[src/rtl/bridge_pkg.sv]
// Shared types for the Harvard-to-Avalon bridge: FSM state encoding and address helpers.
package bridge_pkg;

    typedef enum logic [2:0] {
        StIdle   = 3'd0,
        StFetch  = 3'd1,
        StDecode = 3'd2,
        StData   = 3'd3,
        StCommit = 3'd4,
        StHalt   = 3'd5
    } bridge_state_e;

    localparam logic [3:0] ByteEnAll = 4'b1111;

    function automatic logic [31:0] word_align(input logic [31:0] addr);
        return {addr[31:2], 2'b00};
    endfunction

endpackage

[src/rtl/harvard_avalon_bridge.sv]
// Serialises the fetch and data ports of a Harvard CPU onto one Avalon-MM master.
// Bus addresses and write data are sampled on the clock edge that starts each access.
module harvard_avalon_bridge
    import bridge_pkg::*;
#(
    parameter int unsigned WAIT_TIMEOUT = 0
) (
    input  logic        clk,
    input  logic        reset,
    input  logic [31:0] cpu_instr_address,
    output logic [31:0] cpu_instr_readdata,
    input  logic [31:0] cpu_data_address,
    input  logic        cpu_data_read,
    input  logic        cpu_data_write,
    input  logic [31:0] cpu_data_writedata,
    output logic [31:0] cpu_data_readdata,
    input  logic        cpu_active,
    output logic        cpu_clk_enable,
    output logic [31:0] avm_address,
    output logic        avm_read,
    output logic        avm_write,
    output logic [31:0] avm_writedata,
    output logic [3:0]  avm_byteenable,
    input  logic [31:0] avm_readdata,
    input  logic        avm_waitrequest,
    output logic        bus_error
);

    localparam int unsigned CntW = (WAIT_TIMEOUT > 0) ? $clog2(WAIT_TIMEOUT + 1) : 1;
    localparam logic [CntW-1:0] CntLast = CntW'(WAIT_TIMEOUT - 1);

    bridge_state_e state_q, state_d;

    logic            op_write_q, op_write_d;
    logic [CntW-1:0] wait_cnt_q, wait_cnt_d;
    logic [31:0]     avm_address_q, avm_address_d;
    logic [31:0]     avm_writedata_q, avm_writedata_d;
    logic            avm_read_q, avm_read_d;
    logic            avm_write_q, avm_write_d;
    logic [31:0]     instr_rdata_q, instr_rdata_d;
    logic [31:0]     data_rdata_q, data_rdata_d;
    logic            bus_error_q, bus_error_d;

    logic in_access;
    logic timeout;
    logic enter_fetch;
    logic enter_data;

    assign in_access = (state_q == StFetch) || (state_q == StData);
    assign timeout   = (WAIT_TIMEOUT != 0) && in_access && avm_waitrequest &&
                       (wait_cnt_q == CntLast);

    always_ff @(posedge clk) begin
        if (reset) begin
            state_q <= StIdle;
        end else begin
            state_q <= state_d;
        end
    end

    always_comb begin
        state_d = state_q;
        case (state_q)
            StIdle:   state_d = StFetch;
            StFetch: begin
                if (!avm_waitrequest) begin
                    state_d = StDecode;
                end else if (timeout) begin
                    state_d = StHalt;
                end
            end
            StDecode: state_d = (cpu_data_write || cpu_data_read) ? StData : StCommit;
            StData: begin
                if (!avm_waitrequest) begin
                    state_d = StCommit;
                end else if (timeout) begin
                    state_d = StHalt;
                end
            end
            StCommit: state_d = cpu_active ? StFetch : StHalt;
            StHalt:   state_d = StHalt;
            default:  state_d = StIdle;
        endcase
    end

    always_comb begin
        cpu_clk_enable = (state_q == StCommit);

        enter_fetch = (state_d == StFetch) && (state_q != StFetch);
        enter_data  = (state_d == StData) && (state_q != StData);

        // Write wins over read; the decision is frozen for the whole data access.
        op_write_d  = (state_q == StDecode) ? cpu_data_write : op_write_q;

        avm_read_d  = (state_d == StFetch) || ((state_d == StData) && !op_write_d);
        avm_write_d = (state_d == StData) && op_write_d;

        avm_address_d = avm_address_q;
        if (enter_fetch) begin
            avm_address_d = word_align(cpu_instr_address);
        end else if (enter_data) begin
            avm_address_d = word_align(cpu_data_address);
        end

        avm_writedata_d = enter_data ? cpu_data_writedata : avm_writedata_q;

        wait_cnt_d = wait_cnt_q;
        if (enter_fetch || enter_data) begin
            wait_cnt_d = '0;
        end else if ((WAIT_TIMEOUT != 0) && in_access && avm_waitrequest) begin
            wait_cnt_d = wait_cnt_q + CntW'(1);
        end

        instr_rdata_d = ((state_q == StFetch) && !avm_waitrequest) ? avm_readdata
                                                                    : instr_rdata_q;
        data_rdata_d  = ((state_q == StData) && !op_write_q && !avm_waitrequest)
                        ? avm_readdata : data_rdata_q;

        bus_error_d = bus_error_q | timeout;
    end

    always_ff @(posedge clk) begin
        if (reset) begin
            op_write_q      <= 1'b0;
            wait_cnt_q      <= '0;
            avm_address_q   <= '0;
            avm_writedata_q <= '0;
            avm_read_q      <= 1'b0;
            avm_write_q     <= 1'b0;
            instr_rdata_q   <= '0;
            data_rdata_q    <= '0;
            bus_error_q     <= 1'b0;
        end else begin
            op_write_q      <= op_write_d;
            wait_cnt_q      <= wait_cnt_d;
            avm_address_q   <= avm_address_d;
            avm_writedata_q <= avm_writedata_d;
            avm_read_q      <= avm_read_d;
            avm_write_q     <= avm_write_d;
            instr_rdata_q   <= instr_rdata_d;
            data_rdata_q    <= data_rdata_d;
            bus_error_q     <= bus_error_d;
        end
    end

    assign avm_address        = avm_address_q;
    assign avm_writedata      = avm_writedata_q;
    assign avm_read           = avm_read_q;
    assign avm_write          = avm_write_q;
    assign avm_byteenable     = ByteEnAll;
    assign cpu_instr_readdata = instr_rdata_q;
    assign cpu_data_readdata  = data_rdata_q;
    assign bus_error          = bus_error_q;

endmodule

[config.mk]
export PLATFORM = sky130hd
export DESIGN_NAME = harvard_avalon_bridge
export DESIGN_NICKNAME = d
export VERILOG_FILES = /design/src/rtl/bridge_pkg.sv /design/src/rtl/harvard_avalon_bridge.sv
export SDC_FILE = /design/constraint.sdc
export NUM_CORES = 1
export LEC_CHECK = 0
export CAP_MARGIN = 20
export CORE_UTILIZATION = 38
export CTS_BUF_LIST = sky130_fd_sc_hd__clkbuf_4
export DETAILED_ROUTE_END_ITERATION = 7
export PLACE_DENSITY = 0.79
export SETUP_SLACK_MARGIN = 0.2
export SYNTH_ARGS = -nofsm -noshare
export SYNTH_HDL_FRONTEND = slang
export SYNTH_SLANG_ARGS = --single-unit
[constraint.sdc]
create_clock -name clk -period 1.68 [get_ports clk]
set_clock_uncertainty 0.2 [all_clocks]
set_input_delay 0.336 -clock clk [delete_from_list [all_inputs] [get_ports clk]]
set_output_delay 0.336 -clock clk [all_outputs]
set_load 0.02 [all_outputs]
Word-level counts from Yosys, hierarchy flattened
Cells that the tools add are included.
{"block": "word_totals", "mem_bits_rw": 0, "latch_bits": 0, "inputBits": 134, "romBits": 0, "memories": 0, "reg_bits": 132, "word_cells": 39, "out_inout_bits": 136}
{"block": "op_classes", "multipliers": 0, "shifts": 0, "div_mod_pow": 0, "eq_ne": 9, "order_cmp": 0, "bitwise_logic": 0, "mux": 8, "reduce_logical": 14, "add_sub_neg": 0}
{"cell": "two-way mux 32 bit", "n": 2}
{"cell": "one-hot mux 3 bit (6 select lines)", "n": 1}
{"cell": "two-way mux 3 bit", "n": 4}
{"cell": "equality test 3 x 2 -> 1 bit (second input constant)", "n": 3}
{"cell": "logical AND 1 bit", "n": 7}
{"cell": "equality test 3 x 1 -> 1 bit (second input constant)", "n": 2}
{"cell": "equality test 3 bit (second input constant)", "n": 2}
{"cell": "logical NOT 1 bit", "n": 3}
{"cell": "logical NOT 3 bit", "n": 1}
{"cell": "inequality test 3 x 1 -> 1 bit (second input constant)", "n": 1}
{"cell": "inequality test 3 x 2 -> 1 bit (second input constant)", "n": 1}
{"cell": "logical OR 1 bit", "n": 2}
{"cell": "nonzero test 2 bit", "n": 1}
{"cell": "two-way mux 1 bit", "n": 1}

Depth between registers and ports, before layout
{"block": "depth", "ltp_word": 7, "depth_mapped": 6, "depth_no_buf": 3}

Worst setup path after synthesis
OpenSTA, ideal clock, no wires.
{"block": "synth_timing", "kind": "reg2reg", "startpoint": "register state_q[1]", "endpoint": "register instr_rdata_q[1], in the netlist cpu_instr_readdata[1]", "n_path_buf": 3, "stages_incl_launch_ff": 7, "period_less_slack_ns": 1.655, "setup_ns": 0.132, "required_ns": 1.348, "path_slack_ns": 0.025, "t_arrival_ns": 1.322, "path_cell_list": "dfxtp_1 -> buf_4 -> or4b_1 -> buf_2 -> buf_6 -> nand2_1 -> a21oi_1"}
{"block": "synth_between", "elab_chain_len": 2}
{"item": "start: declaration", "line": "harvard_avalon_bridge.sv:32", "source": "bridge_state_e state_q, state_d;"}
{"item": "start signal: assignment", "line": "harvard_avalon_bridge.sv:55", "source": "state_q <= StIdle;"}
{"item": "start signal: assignment", "line": "harvard_avalon_bridge.sv:57", "source": "state_q <= state_d;"}
{"item": "equality test 3 x 1 -> 1 bit", "line": "harvard_avalon_bridge.sv:114", "source": "instr_rdata_d = ((state_q == StFetch) && !avm_waitrequest) ? avm_readdata"}
{"item": "logical AND 1 bit", "line": "harvard_avalon_bridge.sv:114"}
{"item": "end signal: assignment", "line": "harvard_avalon_bridge.sv:140", "source": "instr_rdata_q <= instr_rdata_d;"}
{"item": "end: declaration", "line": "harvard_avalon_bridge.sv:40", "source": "logic [31:0] instr_rdata_q, instr_rdata_d;"}
Every way passes these cells.
A chain may end at the register's enable or synchronous reset.

Worst setup path in the final report
{"block": "layout_timing", "startpoint": "register state_q[1]", "endpoint": "output port cpu_clk_enable"}
{"block": "layout_between", "elab_chain_len": 1}
{"item": "equality test 3 bit", "line": "harvard_avalon_bridge.sv:87", "source": "cpu_clk_enable = (state_q == StCommit);"}
{"item": "end: declaration", "line": "harvard_avalon_bridge.sv:18", "source": "output logic cpu_clk_enable,"}
Every way passes these cells.

==> results.sh <==
export IMPL_cp_required_ns=1.14
export IMPL_maxCapViolations=0
export IMPL_track_usage_pct=23.6
export IMPL_die_area_mm2=0.0152
export IMPL_power_switching_share_pct=30.2
export IMPL_core_mm2=0.0141
export IMPL_grt_antenna_before_repair=0
export IMPL_end_kind="output port"
export IMPL_hold_path_class="in -> reg"
export IMPL_first_pass_iters=5
export IMPL_numClockSinks=132
export IMPL_synth_seq_cells=132
export IMPL_internal_power_mw=5.26
export IMPL_synth_cells=653
export IMPL_powerDensity_mw_per_mm2=750
export IMPL_status="finished, violations left"
export IMPL_r2r_slack_ns=-0.11
export IMPL_grt_pass1_vias=5660
export IMPL_r2r_start="state_q[1]$_SDFF_PP0_"
export IMPL_comb_power_share_pct=28.0
export IMPL_fillers=1030
export IMPL_drive_gt1_share_pct=45.1
export IMPL_path_cells="nor2_4 -> and2_4 -> buf_6"
export IMPL_hold_viol_final=0
export IMPL_holdCritStartpoint="cpu_data_writedata[17]"
export IMPL_viasPerCell=5.29
export IMPL_rsz0062_at_grt="true"
export IMPL_seq_power_share_pct=46.2
export IMPL_cpPeakStageDelay_ns=0.38
export IMPL_syn_avg_cell_area_um2=8.57
export IMPL_io_pins=270
export IMPL_cts_tree="yes"
export IMPL_cellLeakagePower_nw=3.79
export IMPL_final_cell_mix="buf_6, dfxtp_2, clkdlybuf4s50_1"
export IMPL_syn2layout_area_growth_pct=79.5
export IMPL_hold_path_depth=3
export IMPL_peakVddDrop_mv=0.526
export IMPL_totalWireLength_mm=20.0
export IMPL_mappedNetlistArea_mm2=0.00560
export IMPL_dp_hpwl_mm=12.7
export IMPL_portBuffers=258
export IMPL_ys_types=33
export IMPL_maxSlewViolCount=0
export IMPL_power_frac_clock_pct=25.8
export IMPL_start_util_pct=39.7
export IMPL_drc=0
export IMPL_cts_max_level=4
export IMPL_crit_arrival_ns=1.29
export IMPL_ant_nets=0
export IMPL_fin_setup_tns_ns=-3.40
export IMPL_place_gp_congestion=0.781
export IMPL_yosysSeqAreaShare_pct=47.2
export IMPL_grt_first_pass_wirelength_mm=27.8
export IMPL_yosys_warnings=0
export IMPL_fp_dieW_um=123
export IMPL_max_clock_path_buffers=2
export IMPL_clk_pin_slew_worst_paths_ns=0.12
export IMPL_grt_max_degree=38
export IMPL_p_sw_mw=2.28
export IMPL_total_power_mw=7.54
export IMPL_seq_area_mm2=0.00281
export IMPL_cts_root_buf="clkbuf_4"
export IMPL_period_minus_slack_ns=1.83
export IMPL_grt_overflow=0
export IMPL_num_vias=6098
export IMPL_setup_viol=77
export IMPL_fp_row_count=43
export IMPL_period_share_pct=109
export IMPL_reg2reg_depth=6
export IMPL_setup_slack_ns=-0.150
export IMPL_cp_max_fo=4
export IMPL_critPathLaunchType="register"
export IMPL_violations="setup timing"
export IMPL_die_h_um=123
export IMPL_critical_path_class="reg -> out"
export IMPL_multi_input_area_mm2=0.00281
export IMPL_insertion_delay_ns=0.53
export IMPL_wl_per_cell_um=17.3
export IMPL_max_clock_freq_mhz=546
export IMPL_r2r_end="avm_address[25]$_SDFFE_PP0P_"
export IMPL_hold_end="avm_writedata[17]$_SDFFE_PP0P_"
export IMPL_slowest_stage="dfxtp_4"
export IMPL_finish_net_count=1093
export IMPL_drtIter0Drc=363
export IMPL_final_util_pct=71.3
export IMPL_layout_commonest_cell="buf_6"
export IMPL_tritoncts_num_buffers=17
-- per-layer routing --
| metal | routed length [µm] | GRT usage [%] | up-vias |
|---|---|---|---|
| met5 | 0 | 0 | - |
| met1 | 7740 | 27.4 | 2905 |
| met3 | 1740 | 8.16 | 38 |
| met2 | 10000 | 39.9 | 271 |
| li1 | - | - | 2884 |
| met4 | 454 | 8.73 | 0 |
-- cell type report --
cell class	count	share of cell area, %
repair buffers	356	39.2
flip-flops and latches	132	28.0
multi-input cells	450	28.0
well taps	180	2.24
clock buffers	21	1.57
clock inverters	11	0.872
inverters	2	0.0747
diodes	1	0.0249
-- through the flow --
stage,instances,setup WS (ns),hold slack [ns],instance area (µm²)
floorplan,658,0.0779,0.272,5760
global placement,1073,-0.343,0.235,8650
detailed placement,1073,-0.373,0.243,8650
CTS,1123,-0.172,0.0964,9400
global route,1152,-0.215,0.104,10000
finish,1153,-0.150,0.141,10000
-- sequential cells by signal, indices dropped and copies added, names as in the netlist --
register	flops
avm_writedata	32
cpu_data_readdata	32
cpu_instr_readdata	32
avm_address	30
state_q	3
avm_read	1
avm_write	1
op_write_q	1
-- power by group through the flow --
stage	Clock [mW]	Combinational [mW]	Sequential, mW
floorplan	0	0.681	3.69
global placement	0	1.79	3.47
detailed placement	0	1.80	3.48
CTS	1.98	1.90	3.48
global route	2.13	2.23	3.50
finish	1.94	2.11	3.48
-- repair_timing --
item	4_1_cts	5_1_grt
buffers inserted	15	20
hold buffers	1	0
pin swaps	7	40
gates resized for setup	919	63
gates cloned	2	9
endpoints found under the hold margin	7	0
setup endpoints to repair	260	260
-- synth_stat cells, drive strengths merged --
cell / n / area [µm²]
nor3b: 1 / 7.51
or4b: 1 / 10.0
nor2: 5 / 21.3
nand4bb: 1 / 11.3
xnor2: 1 / 8.76
nor2b: 4 / 25.0
a31oi: 1 / 6.26
o21ai: 63 / 315
or2: 2 / 12.5
dfxtp: 132 / 2640
and2: 1 / 6.26
conb: 2 / 7.51
clkbuf: 42 / 158
a22oi: 1 / 7.51
nor4b: 2 / 23.8
buf: 32 / 226
or3b: 2 / 17.5
mux2i: 34 / 340
a311oi: 30 / 263
nand3: 62 / 310
nand2: 67 / 251
o211ai: 1 / 7.51
a311o: 1 / 10.0
inv: 2 / 7.51
nand2b: 66 / 413
a21oi: 66 / 330
nor3: 31 / 155
-- cells by family (layout without fill, tap and decap cells) --
logic type             count (synthesis)  after routing  synth area share, %
AO/OA/AOI/OAI                        163            163                 16.8
XOR/XNOR                               1              1                0.157
buffers and inverters                 76            390                 7.00
flip-flops                           132            132                 47.2
multiplexers                          34             34                 6.08
other                                  2              8                0.134
AND/OR/NAND/NOR                      245            245                 22.6
-- critical path: cells and delay by family, from the launching register on --
family,cells,cell delay (ns)
AND/OR/NAND/NOR,2,0.27
flip-flops,1,0.38
buffers and inverters,1,0.12
-- worst max-delay path by stage --
stage	startpoint	endpoint	slack (ns)	depth (start not counted)
6_report	state_q[1]$_SDFF_PP0_	cpu_clk_enable	-0.15	3
5_1_grt	state_q[1]$_SDFF_PP0_	cpu_clk_enable	-0.21	3
4_1_cts	state_q[0]$_SDFF_PP0_	cpu_clk_enable	-0.17	3
3_5_place_dp	avm_waitrequest	cpu_instr_readdata[0]$_SDFFE_PP0P_	-0.37	5
3_3_place_gp	avm_waitrequest	cpu_instr_readdata[16]$_SDFFE_PP0P_	-0.34	5
2_1_floorplan	state_q[1]$_SDFF_PP0_	cpu_instr_readdata[10]$_SDFFE_PP0P_	0.08	6
Power figures use the tool's default switching activity.
